===== src/rtl/operand_loader_if.sv =====
// Operand loader bus: serial byte input stream and 9x8 multiplicand/multiplier output pair.
// With OPERAND_LOADER_ZERO_SKIP_EN defined the bus also carries skip_cnt.
interface operand_loader_if;
    logic [7:0]  in_data;
    logic        in_is_w;
    logic        in_valid;
    logic        in_ready;
    logic [71:0] multiplicand;
    logic [71:0] multiplier;
    logic        out_valid;
    logic        out_ready;
    logic        w_ok;
`ifdef OPERAND_LOADER_ZERO_SKIP_EN
    logic [7:0]  skip_cnt;

    modport slave (
        input  in_data, in_is_w, in_valid, out_ready,
        output in_ready, multiplicand, multiplier, out_valid, w_ok, skip_cnt
    );
    modport master (
        output in_data, in_is_w, in_valid, out_ready,
        input  in_ready, multiplicand, multiplier, out_valid, w_ok, skip_cnt
    );
`else
    modport slave (
        input  in_data, in_is_w, in_valid, out_ready,
        output in_ready, multiplicand, multiplier, out_valid, w_ok
    );
    modport master (
        output in_data, in_is_w, in_valid, out_ready,
        input  in_ready, multiplicand, multiplier, out_valid, w_ok
    );
`endif
endinterface


===== src/rtl/operand_loader.sv =====
// Collects serial weight/activation bytes into 9-element operand buses for the multiplier array.
// Optional OPERAND_LOADER_ZERO_SKIP_EN drops all-zero activation windows and counts them.
module operand_loader (
    input  logic         clk,
    input  logic         rst_n,
    operand_loader_if.slave bus
);
    typedef enum logic [1:0] {IDLE, WLOAD, RUN} state_t;

    state_t          state, state_nxt;
    logic [3:0]      w_cnt, a_cnt;
    logic [0:8][7:0] w_sh, a_sh, w_nxt, a_nxt;
    logic [71:0]     mult_q, mcand_q;
    logic            ov_q;
    logic            in_ready, w_rdy, a_rdy;
    logic            w_acc, a_acc, w_last, a_last, present;

    always_comb begin
        state_nxt = state;
        // Weights wait for an empty fill buffer and an empty output so a window never mixes sets.
        w_rdy     = (a_cnt == 4'd0) && !ov_q;
        a_rdy     = (state == RUN) && !((a_cnt == 4'd8) && ov_q && !bus.out_ready);
        in_ready  = rst_n && (bus.in_is_w ? w_rdy : a_rdy);
        w_acc     = bus.in_valid && in_ready && bus.in_is_w;
        a_acc     = bus.in_valid && in_ready && !bus.in_is_w;
        w_last    = w_acc && (w_cnt == 4'd8);
        a_last    = a_acc && (a_cnt == 4'd8);
        w_nxt     = w_sh;
        w_nxt[w_cnt] = bus.in_data;
        a_nxt     = a_sh;
        a_nxt[a_cnt] = bus.in_data;
`ifdef OPERAND_LOADER_ZERO_SKIP_EN
        present   = a_last && (a_nxt != '0);
`else
        present   = a_last;
`endif
        case (state)
            IDLE:    if (w_acc)  state_nxt = WLOAD;
            WLOAD:   if (w_last) state_nxt = RUN;
            RUN:     if (w_acc)  state_nxt = WLOAD;
            default:             state_nxt = IDLE;
        endcase
    end

    always_ff @(posedge clk or negedge rst_n) begin
        if (!rst_n) state <= IDLE;
        else        state <= state_nxt;
    end

    always_ff @(posedge clk or negedge rst_n) begin
        if (!rst_n) begin
            w_cnt   <= '0;
            a_cnt   <= '0;
            w_sh    <= '0;
            a_sh    <= '0;
            mult_q  <= '0;
            mcand_q <= '0;
            ov_q    <= 1'b0;
        end else begin
            if (w_acc) begin
                w_sh  <= w_nxt;
                w_cnt <= w_last ? 4'd0 : w_cnt + 4'd1;
            end
            // The shadow is published only once the set is complete.
            if (w_last) mult_q <= w_nxt;
            if (a_acc) begin
                a_sh  <= a_nxt;
                a_cnt <= a_last ? 4'd0 : a_cnt + 4'd1;
            end
            if (present) begin
                mcand_q <= a_nxt;
                ov_q    <= 1'b1;
            end else if (ov_q && bus.out_ready) begin
                ov_q    <= 1'b0;
            end
        end
    end

`ifdef OPERAND_LOADER_ZERO_SKIP_EN
    logic [7:0] skip_q;

    always_ff @(posedge clk or negedge rst_n) begin
        if (!rst_n)                                        skip_q <= '0;
        else if (a_last && (a_nxt == '0) && skip_q != 8'hFF) skip_q <= skip_q + 8'd1;
    end

    assign bus.skip_cnt = skip_q;
`endif

    assign bus.in_ready     = in_ready;
    assign bus.multiplier   = mult_q;
    assign bus.multiplicand = mcand_q;
    assign bus.out_valid    = ov_q;
    assign bus.w_ok         = (state == RUN);
endmodule


===== src/flat_wrapper.sv =====
// flat-port wrapper written by rule: the top's interface ports become plain ports
module operand_loader_flat 
  (clk, rst_n, bus_in_data, bus_in_is_w, bus_in_valid, bus_out_ready, bus_in_ready, bus_multiplicand, bus_multiplier, bus_out_valid, bus_w_ok);
  operand_loader_if bus_i ();
  input  logic clk;
  input  logic rst_n;
  input wire logic [$bits(bus_i.in_data)-1:0] bus_in_data;
  input wire logic [$bits(bus_i.in_is_w)-1:0] bus_in_is_w;
  input wire logic [$bits(bus_i.in_valid)-1:0] bus_in_valid;
  input wire logic [$bits(bus_i.out_ready)-1:0] bus_out_ready;
  output wire logic [$bits(bus_i.in_ready)-1:0] bus_in_ready;
  output wire logic [$bits(bus_i.multiplicand)-1:0] bus_multiplicand;
  output wire logic [$bits(bus_i.multiplier)-1:0] bus_multiplier;
  output wire logic [$bits(bus_i.out_valid)-1:0] bus_out_valid;
  output wire logic [$bits(bus_i.w_ok)-1:0] bus_w_ok;
  assign bus_i.in_data = bus_in_data;
  assign bus_i.in_is_w = bus_in_is_w;
  assign bus_i.in_valid = bus_in_valid;
  assign bus_i.out_ready = bus_out_ready;
  assign bus_in_ready = bus_i.in_ready;
  assign bus_multiplicand = bus_i.multiplicand;
  assign bus_multiplier = bus_i.multiplier;
  assign bus_out_valid = bus_i.out_valid;
  assign bus_w_ok = bus_i.w_ok;
  operand_loader u_core (.clk(clk), .rst_n(rst_n), .bus(bus_i));
endmodule

===== config.mk =====
export PLATFORM = sky130hd
export DESIGN_NAME = operand_loader_flat
export DESIGN_NICKNAME = d
export VERILOG_FILES = /design/src/rtl/operand_loader_if.sv /design/src/rtl/operand_loader.sv /design/src/flat_wrapper.sv
export SDC_FILE = /design/constraint.sdc
export NUM_CORES = 1
export LEC_CHECK = 0
export ABC_AREA = 1
export CAP_MARGIN = 15
export CORE_UTILIZATION = 54
export CTS_BUF_LIST = sky130_fd_sc_hd__clkbuf_16
export CTS_CLUSTER_SIZE = 16
export DETAILED_ROUTE_END_ITERATION = 10
export GPL_ROUTABILITY_DRIVEN = 0
export PLACE_DENSITY = 0.78
export RECOVER_POWER = 100
export SLEW_MARGIN = 20
export SYNTH_ARGS = -nofsm -noshare
export SYNTH_HDL_FRONTEND = slang
export SYNTH_SLANG_ARGS = --single-unit

===== constraint.sdc =====
create_clock -name clk -period 2.62 [get_ports clk]
set_input_delay 0.262 -clock clk [delete_from_list [all_inputs] [get_ports clk]]
set_output_delay 0.262 -clock clk [all_outputs]
set_load 0.05 [all_outputs]

==> impl_metrics.csv, run 1 <==
group,metric,value,unit
grt,first_global_vias,9946,
floorplan,top_level_ports,160,
critical_path,worstPathMaxFanout,5,
routing,drt_wl_total,31.0,mm
place,dpl.hpwl,19.4,mm
clock_tree,cts_buffers,29,
grt,grt.overflow.total,0,
routing,drtAntennaViolNets,0,
timing,fin_setup_tns,0,ns
critical_path,critical_path.top_delay_family,"simple AND/OR/NAND/NOR gates",
floorplan,die_area,0.0242,sq mm
synth,seq_area_frac_synth,55.6,%
timing,hold_slack,0.288,ns
layout,syn_to_final_growth,20.2,%
critical_path,crit_buf_inv,3,
critical_path,reg2regPathDepth,13,
worst_hold_path,hold_class,"in -> async",
layout,fillers,1852,
critical_path,reg2reg_from,"u_core.a_cnt[0]",
synth,synthSimpleGateAreaFrac,27.5,%
clock_tree,clk_latency,0.54,ns
synth,synth_compound_area_share,7.65,%
grt,grt_pass1_wl,50.8,mm
grt,track_usage,26.3,%
synth,syn_area,0.0127,sq mm
clock_tree,cts-root-buf,"clkbuf_16",
clock_tree,cts-root-to-sink-buffers,3,
synth,yosys.area.top_type,"dfrtp_1",
routing,drt_first_pass_iters,5,
routing,avgRoutedWirePerCell,14.9,um
critical_path,crit_type,"reg -> out",
clock_tree,cts_sinks,283,
synth,synth-adder-area-share,0.786,%
critical_path,startpoint,"u_core.a_cnt[0]",
status,status,"finished clean",
timing,finalMaxSlewViolations,0,
critical_path,end_kind,"output port",
floorplan,die_x,156,um
clock_tree,cts_max_level,1,
timing,finClkSkew,0.0149,ns
timing,slew_headroom,2.01,%
critical_path,cp_slowest_cell,"dfrtp_1",
synth,synthCells,1621,
critical_path,max_stage_delay,0.43,ns
critical_path,required,2.36,ns
floorplan,start_util,55.6,%
layout,n_antenna_cell,0,
timing,setup_viol,0,
grt,grt_max_degree,143,
layout,nets,1762,
grt,antenna_found_initial,0,
synth,yosys-top-cells-area,"dfrtp_1 56%, nand2_1 23%, o21ai_0 6.1%, inv_1 4.4%, nand3_1 3.6%",
routing,drtIter0Drc,914,
synth,synth.avg_cell_area,7.86,sq um
layout,final_common_cell,"nand2_1",
synth,synth_top_area_share,55.6,%
timing,tightest_slew,1.47,ns
timing,hold_viol,0,
synth,synth.area.mux_share,0,%
critical_path,reg2reg_to,"u_core.w_sh[54]",
layout,drive_gt1_share,4.15,%
floorplan,coreArea,0.0229,sq mm
synth,synth_top_family_by_area,"simple AND/OR/NAND/NOR gates",
run,drv_cap,0,
power_and_ir_drop,peakVddDrop,0.498,mV
synth,ys_ff_latch,283,
synth,ys.warnings.count,0,
critical_path,crit_top_cell,"nand2_1",
critical_path,critPathArrivalTime,2.22,ns
place,numPortBuffers,159,
synth,synth_cell_types,23,
critical_path,regToRegSetupSlack,0.19,ns
layout,final_cell_mix,"778 x nand2_1, 283 x dfrtp_1, 188 x o21ai_0",
routing,drc,0,
critical_path,path_cells,"inv_1 -> ha_1 -> nand2_1 -> nor2_2 -> nand2_1 -> nand2_1 -> nand2_2 -> nand2_1 -> inv_1 -> clkbuf_4",
clock_tree,cts_tree,"built",
power_and_ir_drop,p_leak,8.98,nW
synth,synth_xor_area_share,0.275,%
timing,period_minus_slack,2.48,ns
timing,fmax,403,MHz
timing,period_share,94.8,%
timing,rsz0062_at_grt,"no",
clock_tree,cts.reportedPaths.clkPinSlew,0.06,ns
floorplan,die_y,156,um
floorplan,rows,55,
routing,avgViaCountPerCell,5.13,
critical_path,worstSetupStartpointType,"flip-flop",
power_and_ir_drop,power_density,777,mW/mm^2
synth,synth_fp_nets,1642,
routing,via_count,10600,
-- where the power goes --
part	total (mW)	internal, mW	leakage, nW	switching [mW]
registers	5.45	5.04	3.88	0.414
logic	2.58	0.816	4.66	1.76
clock network	3.88	2.19	0.442	1.69
-- state kept, by name, summed over array words and instances (netlist names) --
signal and cells:
u_core.state 2, u_core.bus.out_valid 1, u_core.w_sh 64, u_core.a_cnt 4, u_core.bus.multiplicand 72, u_core.bus.multiplier 72, u_core.w_cnt 4, u_core.a_sh 64
-- worst max path at each step --
stage               cells after the start         endpoint  slack [ns]
detailed placement                     13  u_core.w_sh[51]        0.29
floorplan                              10  u_core.w_sh[10]        0.47
finish                                 10     bus_in_ready        0.14
global placement                       13  u_core.w_cnt[1]        0.40
CTS                                    10     bus_in_ready        0.18
global route                           13  u_core.w_sh[54]        0.02
-- what timing repair did --
action | CTS | global route
gates resized for setup | 0 | 0
buffers inserted | 0 | 0
endpoints found under the hold margin | 141 | 0
hold buffers | 1 | 0
-- cell families (layout without fill, tap and decap cells) --
family                   after synthesis  after routing
AND/OR/NAND/NOR                      885            885
flip-flops                           283            283
buffers and inverters                247            386
AO/OA/AOI/OAI                        194            194
adder cells (fa/ha/maj)                8              8
XOR/XNOR                               4              4
-- layer usage --
layer  part of all wire (%)  global-route usage (%)  wire length, um  up-vias
li1                       -                       -                -     5219
met1                     43                    36.2            13200     5018
met2                     49                    43.4            15100      337
met3                    6.2                    3.53             1910       54
met4                    2.5                    8.31              775        0
met5                      0                       0                0        -
-- cells in the mapped netlist --
| master | instances |
|---|---|
| a21oi_2 | 1 |
| buf_1 | 1 |
| buf_2 | 36 |
| buf_4 | 19 |
| buf_6 | 1 |
| clkbuf_1 | 36 |
| dfrtp_1 | 283 |
| ha_1 | 8 |
| inv_1 | 151 |
| inv_2 | 3 |
| nand2_1 | 778 |
| nand2_2 | 1 |
| nand2_4 | 1 |
| nand3_1 | 91 |
| nand3_2 | 2 |
| nand3b_1 | 1 |
| nand4_4 | 1 |
| nor2_1 | 6 |
| nor2_2 | 2 |
| nor2_4 | 2 |
| o21ai_0 | 155 |
| o21ai_1 | 38 |
| xor2_1 | 4 |
-- metrics by stage --
| step | std cells | worst slack (ns) | util [%] | cell area [sq um] | power (mW) |
|---|---|---|---|---|---|
| after global placement | 2022 | 0.404 | 63.3 | 14500 | 7.92 |
| final | 2073 | 0.136 | 66.8 | 15300 | 11.9 |
| after detailed placement | 2022 | 0.295 | 63.3 | 14500 | 8.10 |
| after CTS | 2073 | 0.179 | 67.1 | 15400 | 12.0 |
| after floorplan | 1621 | 0.465 | - | 12700 | 7.41 |
| after global routing | 2073 | 0.0221 | 66.8 | 15300 | 12.6 |
-- area by class of cell --
| class | instances | area (sq um) | share of cell area, % |
|---|---|---|---|
| Clock inverter | 21 | 149 | 0.972 |
| Sequential cell | 283 | 7080 | 46.2 |
| Inverter | 154 | 578 | 3.77 |
| Timing Repair Buffer | 182 | 1780 | 11.6 |
| Multi-Input combinational cell | 1091 | 4610 | 30.1 |
| Tap cell | 313 | 392 | 2.56 |
| Clock buffer | 29 | 726 | 4.74 |
No activity file was read; power rests on OpenSTA's default activity.
==> inputs of run 2 (changes only) <==
--- a/config.mk
+++ b/config.mk
@@ -12,6 +12,7 @@
 export CTS_CLUSTER_SIZE = 16
 export DETAILED_ROUTE_END_ITERATION = 10
 export GPL_ROUTABILITY_DRIVEN = 0
+export GPL_TIMING_DRIVEN = 0
 export PLACE_DENSITY = 0.78
 export RECOVER_POWER = 100
 export SLEW_MARGIN = 20
==> run 2 against run 1 <==
  * The flow now finishes with violations (max-capacitance violations, max-slew violations)
  * Cell area increased by 2.2%
  * Count of clock-buffer cells in the layout unchanged
  * Register-to-register slack worse by 0.07 ns
  * Clock power increased by 2%
  * Die area unchanged
  * Via count is 6.0% higher
  * Combinational power grew 7.8%
  * First-iteration DRC count grew 1.8%
  * Largest cell class unchanged
==> impl_metrics.csv, run 2 (same netlist as run 1, synthesis figures left out) <==
group,metric,value,unit
routing,routed.top_layer,"met4",
clock_tree,clk_latency,0.56,ns
timing,finalMaxSlewViolations,145,
place,dpl.hpwl,23.2,mm
status,violations,"max-capacitance violations, max-slew violations",
timing,hold_viol,0,
grt,track_usage,29.3,%
floorplan,coreArea,0.0229,sq mm
routing,drtAntennaViolNets,0,
clock_tree,cts-root-buf,"clkbuf_16",
floorplan,rows,55,
layout,multiInputGateArea,0.00460,sq mm
layout,final_cell_mix,"778 x nand2_1, 283 x dfrtp_1, 183 x o21ai_0",
critical_path,reg2reg_from,"u_core.w_cnt[0]",
layout,n_antenna_cell,0,
layout,syn_to_final_growth,22.8,%
routing,wl_met3,2.24,mm
timing,period_share,96.2,%
run,drv_cap,2,
worst_hold_path,hold_class,"in -> async",
floorplan,top_level_ports,160,
timing,fmax,397,MHz
place,placed_area,0.0148,sq mm
timing,setup_viol,0,
critical_path,required,2.36,ns
timing,finClkSkew,0.0153,ns
status,status,"finished with violations",
critical_path,crit_buf_inv,1,
layout,final_cell_area,0.0156,sq mm
routing,wl_met2,16.6,mm
power_and_ir_drop,peakVddDrop,0.566,mV
critical_path,reg2reg_to,"u_core.bus.multiplier[64]",
power_and_ir_drop,p_leak,9.15,nW
clock_tree,cts_setup_buffers,0,
grt,grt.overflow.total,0,
layout,nets,1837,
routing,via_count,11300,
clock_tree,cts-root-to-sink-buffers,3,
routing,m1WireLength,14.1,mm
layout,fillers,1886,
layout,final_cells,2152,
floorplan,die_y,156,um
grt,grt_pass1_wl,55.9,mm
power_and_ir_drop,power_density,779,mW/mm^2
routing,avgViaCountPerCell,5.24,
critical_path,worstPathMaxFanout,3,
critical_path,end_kind,"output port",
routing,drt_wl_total,34.3,mm
grt,grt_max_degree,74,
layout,final_common_cell,"nand2_1",
routing,drtIter0Drc,930,
critical_path,critical_path.top_delay_family,"buffers and inverters",
critical_path,reg2regPathDepth,8,
routing,drc,0,
layout,final_core_util,68.3,%
clock_tree,cts_tree,"built",
timing,tightest_slew,1.83,ns
critical_path,worstSetupStartpointType,"flip-flop",
floorplan,die_area,0.0242,sq mm
floorplan,die_x,156,um
timing,period_minus_slack,2.52,ns
place,numPortBuffers,159,
clock_tree,cts_max_level,1,
timing,hold_slack,0.288,ns
timing,slew_headroom,-22.0,%
grt,antenna_found_initial,0,
critical_path,regToRegSetupSlack,0.12,ns
critical_path,crit_type,"reg -> out",
critical_path,critPathArrivalTime,2.26,ns
clock_tree,cts_buffers,29,
critical_path,path_cells,"nor2_1 -> dlygate4sd3_1",
power_and_ir_drop,p_total,12.2,mW
clock_tree,cts.reportedPaths.clkPinSlew,0.06,ns
grt,first_global_vias,11100,
layout,drive_gt1_share,5.93,%
timing,rsz0062_at_grt,"no",
layout,register_area,0.00708,sq mm
clock_tree,cts_sinks,283,
critical_path,cp_slowest_cell,"dlygate4sd3_1",
routing,avgRoutedWirePerCell,15.9,um
critical_path,max_stage_delay,0.94,ns
routing,drt_first_pass_iters,5,
place,dp_cells,2096,
floorplan,start_util,55.6,%
run 2: changes by cell type in the layout (fill, tap and decap cells not counted), moves of 2 or more:
cell	delta
clkbuf_1	+44
buf_2	+27
clkbuf_2	+17
buf_4	-11
o21ai_0	-5
o21ai_1	+5
clkbuf_4	-3
clkinv_2	+3
inv_1	-3
buf_16	+2
clkinv_1	+2
run 2: layout make-up:
class,count,area share (%)
flip-flops and latches,283,45.3
multi-input cells,1091,29.4
inverters,154,3.69
clock inverters,25,1.10
clock buffers,29,4.64
repair buffers,164,10.7
well taps,313,2.50
plain buffers,93,2.73
run 2: how the worst max path moves through the flow:
stage | cells past startpoint | endpoint | slack, ns | start
after floorplan | 10 | u_core.w_sh[10] | 0.47 | u_core.state[0]
after global placement | 1 | u_core.bus.multiplier[35] | -10.95 | rst_n
after detailed placement | 7 | bus_in_ready | -0.08 | rst_n
after CTS | 10 | bus_in_ready | 0.10 | u_core.a_cnt[0]
after global routing | 8 | u_core.bus.multiplier[70] | 0.008 | u_core.w_cnt[0]
final | 2 | bus_w_ok | 0.10 | u_core.state[0]
run 2: worst reg2reg max path, cell delays in order, from the launching register on:
cell and delay (ns):
dfrtp_1 0.44, inv_1 0.14, ha_1 0.23, nand2_1 0.07, nor2_1 0.26, clkbuf_1 0.54, clkbuf_1 0.49, nand3_1 0.17
nand2_1 0.10
run 2: where the power goes:
group,internal (mW),leakage [nW],switching (mW),total (mW)
combinational,0.871,4.83,1.91,2.78
sequential,5.04,3.88,0.389,5.43
clock,2.21,0.447,1.77,3.97
run 2: metal layers:
| layer | GRT usage, % | vias to the layer above |
|---|---|---|
| met5 | 0 | - |
| met4 | 12.9 | 0 |
| met3 | 3.72 | 101 |
| met2 | 49.4 | 453 |
| met1 | 38.1 | 5336 |
| li1 | - | 5378 |
run 2: stage by stage:
step	setup WS (ns)	setup TNS (ns)
after global routing	0.00848	0
after global placement	-10.95	-5877.88
after floorplan	0.465	0
after CTS	0.105	0
after detailed placement	-0.0789	-0.0789
final	0.100	0
run 2: repair_timing:
action                                  CTS  global route
endpoints found under the setup margin    1             4
hold buffers                              2             0
hold endpoints to repair                 73             0
resized for setup                         5             3
